**src/rtl/audio_pkg.sv**
```systemverilog
// -----------------------------------------------------------------------------
// audio_pkg
// Shared audio definitions used by the synthesizer output path and the I2S
// transmitter: default slot/sample widths and the stereo sample types.
// No ports (package).
// -----------------------------------------------------------------------------
package audio_pkg;

  localparam int I2S_SLOT_WIDTH = 32;
  localparam int AUDIO_WIDTH    = 24;

  typedef logic signed [AUDIO_WIDTH-1:0] sample_t;

  typedef struct packed {
    sample_t l;
    sample_t r;
  } stereo_t;

endpackage

```
**src/rtl/i2s_clkgen.sv**
```systemverilog
// -----------------------------------------------------------------------------
// i2s_clkgen
// Bit-clock and word-select generator for the I2S transmitter. Divides
// AUDIO_CLK down to BCLK, tracks the bit position within the stereo frame and
// drives LRCK, which only changes on falling BCLK.
//
// Ports:
//   AUDIO_CLK    in   sole clock
//   reset_reg_N  in   asynchronous active-low reset
//   bclk         out  bit clock (registered)
//   lrck         out  word select, 0 = left, 1 = right (registered)
//   bit_cnt      out  current bit position within the frame
//   fall         out  strobe: BCLK falls on this clock edge
//   frame_load   out  strobe: this falling edge wraps bit_cnt to 0
// -----------------------------------------------------------------------------
module i2s_clkgen #(
  parameter int SLOT_WIDTH = 32,
  parameter int BCLK_DIV   = 4,
  parameter int CNT_W      = $clog2(2 * SLOT_WIDTH)
) (
  input  logic             AUDIO_CLK,
  input  logic             reset_reg_N,
  output logic             bclk,
  output logic             lrck,
  output logic [CNT_W-1:0] bit_cnt,
  output logic             fall,
  output logic             frame_load
);

  localparam int DIV_W = (BCLK_DIV > 1) ? $clog2(BCLK_DIV) : 1;
  localparam logic [DIV_W-1:0] DIV_LAST   = DIV_W'(BCLK_DIV - 1);
  localparam logic [CNT_W-1:0] CNT_LAST   = CNT_W'(2 * SLOT_WIDTH - 1);
  localparam logic [CNT_W-1:0] SLOT_FIRST = CNT_W'(SLOT_WIDTH);

  logic [DIV_W-1:0] div_cnt;
  logic             wrap;
  logic [CNT_W-1:0] bit_cnt_nxt;

  assign wrap        = (div_cnt == DIV_LAST);
  assign fall        = wrap && bclk;
  assign frame_load  = fall && (bit_cnt == CNT_LAST);
  assign bit_cnt_nxt = frame_load ? '0 : bit_cnt + 1'b1;

  // NOTE: state registers use non-blocking assignments so every register in
  // this block samples the pre-edge values, regardless of statement order.
  always_ff @(posedge AUDIO_CLK or negedge reset_reg_N) begin
    if (!reset_reg_N) begin
      div_cnt <= '0;
      bclk    <= 1'b0;
      bit_cnt <= CNT_LAST;
      lrck    <= 1'b1;
    end else if (wrap) begin
      div_cnt <= '0;
      bclk    <= ~bclk;
      if (bclk) begin
        bit_cnt <= bit_cnt_nxt;
        lrck    <= (bit_cnt_nxt >= SLOT_FIRST);
      end
    end else begin
      div_cnt <= div_cnt + 1'b1;
    end
  end

endmodule

```
**src/rtl/i2s_dac_tx.sv**
```systemverilog
// -----------------------------------------------------------------------------
// i2s_dac_tx
// Audio output stage: buffers one pending stereo pair from the synthesizer and
// serialises it as a Philips I2S stream (one-bit data delay after LRCK, MSB
// first, left slot while LRCK=0). Single clock domain (AUDIO_CLK).
//
// Build option: define I2S_UNDERRUN_MUTE_EN to play silence for a frame that
// starts with no pending pair; otherwise the previous pair repeats.
//
// Ports:
//   AUDIO_CLK     in   sole clock
//   reset_reg_N   in   asynchronous active-low reset
//   lsound_in     in   left sample, signed, DATA_WIDTH bits
//   rsound_in     in   right sample, signed, DATA_WIDTH bits
//   sample_valid  in   one-cycle strobe capturing lsound_in/rsound_in
//   i2s_bclk      out  bit clock
//   i2s_lrck      out  word select
//   i2s_dacdat    out  serial data
//   frame_start   out  one-cycle pulse at each frame load
//   underrun      out  one-cycle pulse: frame loaded with nothing pending
//   overrun       out  one-cycle pulse: pending pair overwritten unused
// -----------------------------------------------------------------------------
module i2s_dac_tx
  import audio_pkg::*;
#(
  parameter int DATA_WIDTH = AUDIO_WIDTH,
  parameter int SLOT_WIDTH = I2S_SLOT_WIDTH,
  parameter int BCLK_DIV   = 4
) (
  input  logic                  AUDIO_CLK,
  input  logic                  reset_reg_N,
  input  logic [DATA_WIDTH-1:0] lsound_in,
  input  logic [DATA_WIDTH-1:0] rsound_in,
  input  logic                  sample_valid,
  output logic                  i2s_bclk,
  output logic                  i2s_lrck,
  output logic                  i2s_dacdat,
  output logic                  frame_start,
  output logic                  underrun,
  output logic                  overrun
);

  localparam int FRAME_BITS = 2 * SLOT_WIDTH;
  localparam int CNT_W      = $clog2(FRAME_BITS);
  localparam int PAD        = SLOT_WIDTH - DATA_WIDTH;
  localparam logic [CNT_W-1:0] CNT_LAST = CNT_W'(FRAME_BITS - 1);

  logic [CNT_W-1:0]      bit_cnt;
  logic                  fall;
  logic                  frame_load;

  logic [DATA_WIDTH-1:0] pend_l, pend_r;
  logic                  pend_full;
  logic [DATA_WIDTH-1:0] act_l, act_r;
  logic [FRAME_BITS-1:0] frame_vec;

  i2s_clkgen #(
    .SLOT_WIDTH (SLOT_WIDTH),
    .BCLK_DIV   (BCLK_DIV),
    .CNT_W      (CNT_W)
  ) u_clkgen (
    .AUDIO_CLK   (AUDIO_CLK),
    .reset_reg_N (reset_reg_N),
    .bclk        (i2s_bclk),
    .lrck        (i2s_lrck),
    .bit_cnt     (bit_cnt),
    .fall        (fall),
    .frame_load  (frame_load)
  );

  // Active frame laid out with the left MSB in the top bit.
  assign frame_vec = {act_l, {PAD{1'b0}}, act_r, {PAD{1'b0}}};

  always_ff @(posedge AUDIO_CLK or negedge reset_reg_N) begin
    if (!reset_reg_N) begin
      pend_l      <= '0;
      pend_r      <= '0;
      pend_full   <= 1'b0;
      act_l       <= '0;
      act_r       <= '0;
      i2s_dacdat  <= 1'b0;
      frame_start <= 1'b0;
      underrun    <= 1'b0;
      overrun     <= 1'b0;
    end else begin
      frame_start <= frame_load;
      underrun    <= frame_load && !pend_full;
      // A capture coinciding with a load refills a slot that is being emptied.
      overrun     <= sample_valid && pend_full && !frame_load;

      if (frame_load) begin
        if (pend_full) begin
          act_l <= pend_l;
          act_r <= pend_r;
        end
`ifdef I2S_UNDERRUN_MUTE_EN
        else begin
          act_l <= '0;
          act_r <= '0;
        end
`endif
      end

      if (sample_valid) begin
        pend_l    <= lsound_in;
        pend_r    <= rsound_in;
        pend_full <= 1'b1;
      end else if (frame_load) begin
        pend_full <= 1'b0;
      end

      // Bit p of the frame carries frame element p-1 (one-bit I2S delay). On
      // the wrapping edge bit_cnt is still the last position, which selects
      // frame_vec[0]: trailing right-slot padding of the outgoing frame.
      if (fall) begin
        i2s_dacdat <= frame_vec[CNT_LAST - bit_cnt];
      end
    end
  end

endmodule
```
**config.mk**
```make
export PLATFORM = sky130hd
export DESIGN_NAME = i2s_dac_tx
export DESIGN_NICKNAME = d
export VERILOG_FILES = /design/src/rtl/audio_pkg.sv /design/src/rtl/i2s_clkgen.sv /design/src/rtl/i2s_dac_tx.sv
export SDC_FILE = /design/constraint.sdc
export NUM_CORES = 1
export LEC_CHECK = 0
export ABC_AREA = 1
export CORE_AREA = 3 3 98 100
export DETAILED_ROUTE_END_ITERATION = 10
export DIE_AREA = 0 0 101 103
export MAX_ROUTING_LAYER = met4
export PLACE_DENSITY = 0.77
export SLEW_MARGIN = 30
export SYNTH_ARGS = -nofsm -noshare
export SYNTH_HDL_FRONTEND = slang
export SYNTH_HIERARCHICAL = 1
export SYNTH_SLANG_ARGS = --single-unit
```
**constraint.sdc**
```tcl
create_clock -name AUDIO_CLK -period 2.3 [get_ports AUDIO_CLK]
set_input_delay 0.46 -clock AUDIO_CLK [delete_from_list [all_inputs] [get_ports AUDIO_CLK]]
set_output_delay 0.46 -clock AUDIO_CLK [all_outputs]
set_load 0.03 [all_outputs]
```
==> run_results.csv, run 1 <==
group,metric,value,unit
run_status,status,"complete, no violations",
synthesis,syn-cell-area,4760,µm²
floorplan,rows,34,
synthesis,synth_seq_cells,111,
timing,setup_viol,0,
hold_path,hp-class,"input port to asynchronous set/reset pin",
placement,dp.cells,691,
clocking,clock_sinks,111,
clocking,cts_buffer_depth,2,
timing,final_hold_viol_count,0,
timing,maxSlewHeadroom,0.609,
placement,portBuffers,56,
timing,rsz0062_at_grt,"no",
critical_path,regToRegSetupSlack,0.42,ns
finish,final_net_count,647,
synthesis,seq_area_frac_synth,0.585,
critical_path,end_kind,"output pin",
floorplan,ios,57,
floorplan,die_width,101,µm
synthesis,ys_warn_count,6,
critical_path,crit_path_max_fanout,2,
finish,area_growth,17.1,%
timing,max_freq,0.498,GHz
critical_path,critPathKind,"flop to output pin",
detailed_routing,routed_wl,8810,µm
timing,setup_tns,0,ns
placement,dp_hpwl,6040,µm
finish,insertedDiodeCount,0,
timing,slew_violations,0,
finish,utilization,0.636,
critical_path,cp.arrival,1.55,ns
critical_path,path_delay_family,"buffers and inverters",
synthesis,ys_types,28,
clocking,cts_setup_buffers,0,
synthesis,synth-edff-count,0,
detailed_routing,drtIter0Drc,137,
synthesis,yosysTopAreaCellShare,0.547,
timing,fin_crit,2.01,ns
detailed_routing,wire_per_inst,12.5,µm
clocking,cts_root_buf,"clkbuf_8",
floorplan,design.die.area,10400,µm²
floorplan,initial_core_util,0.543,
synthesis,synthMuxAreaShare,0,
synthesis,synth.most_common_cell,"nand2_1",
global_route,antenna_found_initial,0,
global_route,grt_usage,0.190,
finish,stdcell_count,707,
global_route,grt_remaining_overflow,0,
timing,fin_crit_sh,0.873,
clocking,cts_tree,"yes",
finish,drive_above_1_share,0.0868,
critical_path,required,1.84,ns
global_route,grt_pass1_vias,3429,
synthesis,ys_top_cells_by_area,"dfrtp_1 (55%), nand2_1 (14%), o21ai_0 (6.1%), inv_1 (5.0%), o21ai_1 (4.2%)",
synthesis,synth_fa_ha_area_frac,0.00526,
power_and_ir_drop,power.leakage,2.61,nW
synthesis,synth_common_cells,"nand2_1 (177), dfrtp_1 (104), inv_1 (64)",
placement,pre_cts_ws,0.430,ns
timing,worst_pin_slew,0.586,ns
power_and_ir_drop,power_density,608,nW/µm²
detailed_routing,drt-vias-per-instance,4.96,
clocking,h-tree-depth,3,
power_and_ir_drop,total_power,3.39,mW
clocking,clock_latency,0.36,ns
critical_path,worstSetupStartpointType,"flop",
critical_path,path_cells,"clkdlybuf4s50_1",
critical_path,crit_path_max_incr_delay,0.66,ns
synthesis,synth_cells,547,
detailed_routing,drc,0,
placement,gp_congestion,0.854,
synthesis,synth-compound-area-share,0.111,
global_route,grt_pass1_wl,15400,µm
floorplan,core,8760,µm²
power_and_ir_drop,vdd.ir_drop.worst,349,µV
clocking,ctsResizeCount,0,
global_route,grt_max_degree,98,
synthesis,yosys.area.top_type,"dfrtp_1",
detailed_routing,ant_nets,0,
synthesis,synth_top_family_by_area,"simple AND/OR/NAND/NOR gates",
critical_path,cp_slowest_cell,"clkdlybuf4s50_1",
clocking,path_clk_slew,0.10,ns
synthesis,syn_nets,600,
detailed_routing,dr_total_vias,3505,
flow_run,drv_cap,0,
synthesis,syn_avg_cell_area,8.70,µm²
timing,setup_ws,0.292,ns
timing,clock_skew,0.00986,ns
clocking,cts_made_buffers,9,
critical_path,path_buf_inv,1,
clocking,hold_buffers,0,
floorplan,chipHeight,103,µm
synthesis,synthSimpleGateAreaFrac,0.206,
detailed_routing,drtPass1Iterations,4,
synthesis,synth-xor-area-share,0.00368,
synthesis,synthFlopType,"dfrtp_1",
synthesis,async_flop_share,1.00,
## registers in the layout, summed over array words and instances (netlist names)
signal and cells:
act_l 24, act_r 24, pend_l 24, pend_r 24, u_clkgen/bit_cnt 6, u_clkgen/div_cnt 2, frame_start 1, i2s_dacdat 1
overrun 1, pend_full 1, u_clkgen/bclk 1, u_clkgen/lrck 1, underrun 1
## area by class of cell
type	count	area [µm²]
sequential	111	2790
clock buffer	12	155
inverter	68	263
timing repair buffer	64	651
fill	761	3190
tap	108	135
multi-input combinational	340	1550
clock inverter	4	28.8
## worst paths after layout
kind | startpoint | cells past startpoint | endpoint
max in group asynchronous | reset_reg_N | 2 | pend_r[9]
hold / removal | reset_reg_N | 1 | pend_l[6]
hold reg to reg | u_clkgen/div_cnt[0] | 1 | u_clkgen/div_cnt[0]
setup reg to reg | u_clkgen/bit_cnt[2] | 6 | act_r[11]
setup / recovery | u_clkgen/lrck | 1 | i2s_lrck
min in group AUDIO_CLK | u_clkgen/div_cnt[0] | 1 | u_clkgen/div_cnt[0]
## through the flow
step	hold WS (ns)	cell area [µm²]
2_1_floorplan	0.164	4760
3_3_place_gp	0.421	5390
3_5_place_dp	0.427	5390
4_1_cts	0.101	5570
5_1_grt	0.121	5570
6_report	0.0919	5570
## routing by layer
layer	vias to the layer above	global-route usage	share of wire
met5	-	-	0
met4	0	0.0573	0.012
met1	1630	0.244	0.47
li1	1816	-	-
met2	50	0.315	0.48
met3	9	0.0284	0.033
## placed cells by master, fill, tap and decap left out, types with 2 or more instances in the layout
cell type	synthesis	layout
nand2_2	1	2
o21ai_1	40	40
dfrtp_1	104	104
inv_1	64	64
a21oi_2	2	2
clkinvlp_4	0	2
o21ai_0	58	58
inv_2	2	2
nor2_1	11	11
buf_12	0	3
nand3_2	5	5
dfstp_2	7	7
clkbuf_8	0	11
buf_4	0	6
nand2_1	177	176
clkdlybuf4s50_1	0	54
nand3_1	31	31
nor2_2	5	5
ha_1	2	2
## kinds of logic after synthesis
family | after synthesis
AO/OA/AOI/OAI | 102
adder cells (fa/ha/maj) | 2
flip-flops | 111
buffers and inverters | 96
XOR/XNOR | 2
AND/OR/NAND/NOR | 234
## where the power goes
group | internal [mW] | switching, mW
clock network | 0.457 | 0.630
registers | 2.03 | 0.0195
logic | 0.119 | 0.137
(Power assumes the default switching activity.)
==> run 2, diff against run 1 <==
- CORE_AREA: 3 3 98 100 -> 3 3 104 106
- DIE_AREA: 0 0 101 103 -> 0 0 107 109
- PLACE_DENSITY: 0.77 -> 0.69
- SLEW_MARGIN: 30 -> default
- TNS_END_PERCENT: default -> 100
==> run 2 against run 1 <==
Utilization is 6.9 points lower. Global-route usage is 2.0 points lower. Clock power up 8%. First-iteration DRC count increased by 12%. Sequential power hardly changed.
==> run_results.csv, run 2 (synthesis results as in run 1) <==
group,metric,value,unit
detailed_routing,dr_total_vias,3543,
clocking,cts_made_buffers,9,
clocking,cts_setup_buffers,0,
timing,clock_skew,0.00944,ns
clocking,clock_sinks,111,
global_route,antenna_found_initial,0,
clocking,h-tree-depth,3,
critical_path,end_kind,"output pin",
timing,rsz0062_at_grt,"no",
hold_path,hp-class,"input port to asynchronous set/reset pin",
placement,gp_congestion,0.811,
critical_path,path_buf_inv,1,
finish,final_common_cell,"nand2_1",
global_route,grt_pass1_vias,3497,
clocking,path_clk_slew,0.10,ns
finish,regArea,2790,µm²
timing,worst_pin_slew,0.623,ns
timing,fin_crit,2.03,ns
placement,dp_hpwl,6150,µm
finish,multi_input_area,1550,µm²
timing,setup_tns,0,ns
timing,slew_violations,0,
timing,setup_ws,0.274,ns
timing,fin_crit_sh,0.881,
critical_path,required,1.84,ns
placement,portBuffers,56,
floorplan,initial_core_util,0.482,
finish,area_growth,17.5,%
timing,max_freq,0.494,GHz
power_and_ir_drop,power_density,621,nW/µm²
placement,pre_cts_ws,0.336,ns
power_and_ir_drop,power.leakage,2.61,nW
power_and_ir_drop,vdd.ir_drop.worst,282,µV
timing,maxSlewHeadroom,0.584,
critical_path,critPathKind,"flop to output pin",
detailed_routing,routed_wl,8810,µm
detailed_routing,drtIter0Drc,154,
clocking,ctsResizeCount,0,
floorplan,chipHeight,109,µm
finish,fillers,918,
floorplan,die_width,107,µm
detailed_routing,ant_nets,0,
global_route,grt_usage,0.170,
critical_path,regToRegSetupSlack,0.31,ns
critical_path,cp_slowest_cell,"clkdlybuf4s50_1",
critical_path,path_cells,"clkdlybuf4s50_1",
clocking,clock_latency,0.36,ns
floorplan,ios,57,
detailed_routing,drc,0,
detailed_routing,drtPass1Iterations,4,
global_route,grt_pass1_wl,15600,µm
detailed_routing,drt-vias-per-instance,4.85,
floorplan,core,9860,µm²
finish,layout_common_cells,"nand2_1 (176), dfrtp_1 (104), inv_1 (64), o21ai_0 (58), clkdlybuf4s50_1 (54)",
clocking,hold_buffers,0,
critical_path,crit_path_max_incr_delay,0.66,ns
clocking,cts_root_buf,"clkbuf_8",
flow_run,drv_cap,0,
floorplan,rows,36,
clocking,cts_buffer_depth,2,
timing,final_hold_viol_count,0,
global_route,grt_remaining_overflow,0,
critical_path,crit_path_max_fanout,2,
critical_path,worstSetupStartpointType,"flop",
run_status,status,"complete, no violations",
global_route,grt_max_degree,71,
floorplan,design.die.area,11700,µm²
timing,setup_viol,0,
critical_path,path_delay_family,"buffers and inverters",
timing,hold_ws,0.0243,ns
critical_path,cp.arrival,1.57,ns
finish,insertedDiodeCount,0,
finish,final_net_count,647,
clocking,cts_tree,"yes",
detailed_routing,wire_per_inst,12.1,µm
finish,drive_above_1_share,0.0853,
-- run 2: per-layer routing --
| metal | share of wire | track usage |
|---|---|---|
| met3 | 0.030 | 0.0255 |
| met4 | 0.016 | 0.0630 |
| met2 | 0.48 | 0.281 |
| met1 | 0.47 | 0.213 |
| met5 | 0 | - |
-- run 2: stage by stage --
| step | power, mW | instances | util | area (µm²) |
|---|---|---|---|---|
| after floorplan | 2.18 | 547 | - | 4760 |
| after global placement | 2.33 | 716 | 0.547 | 5390 |
| after detailed placement | 2.34 | 716 | 0.547 | 5390 |
| after CTS | 3.51 | 731 | 0.567 | 5590 |
| after global routing | 3.62 | 731 | 0.567 | 5590 |
| final | 3.47 | 731 | 0.567 | 5590 |
-- run 2: final timing paths --
kind	cells past startpoint	from	endpoint
max in group asynchronous	2	reset_reg_N	u_clkgen/bit_cnt[1]
min in group AUDIO_CLK	1	u_clkgen/div_cnt[0]	u_clkgen/div_cnt[0]
max reg2reg	7	u_clkgen/bit_cnt[0]	act_r[3]
min reg2reg	1	u_clkgen/div_cnt[0]	u_clkgen/div_cnt[0]
max	1	u_clkgen/lrck	i2s_lrck
min	1	reset_reg_N	pend_l[6]
-- run 2: layout make-up --
cell class,instances,area share
sequential,111,0.498
tap,133,0.0298
timing repair buffer,64,0.112
clock inverter,3,0.00761
inverter,68,0.0470
multi-input combinational,340,0.278
clock buffer,12,0.0277
-- run 2: power breakdown --
part | internal [mW] | switching [mW] | total (mW)
sequential | 2.03 | 0.0188 | 2.04
combinational | 0.115 | 0.135 | 0.250
clock | 0.557 | 0.623 | 1.18
total | 2.70 | 0.777 | 3.47
-- run 2: worst reg2reg max path, cell delays in order (launching register included) --
cell and delay (ns):
dfstp_2 0.54, ha_1 0.20, nand3_2 0.13, nor3_2 0.32, nand2_2 0.09, buf_4 0.32
nand2_1 0.17, o21ai_0 0.09
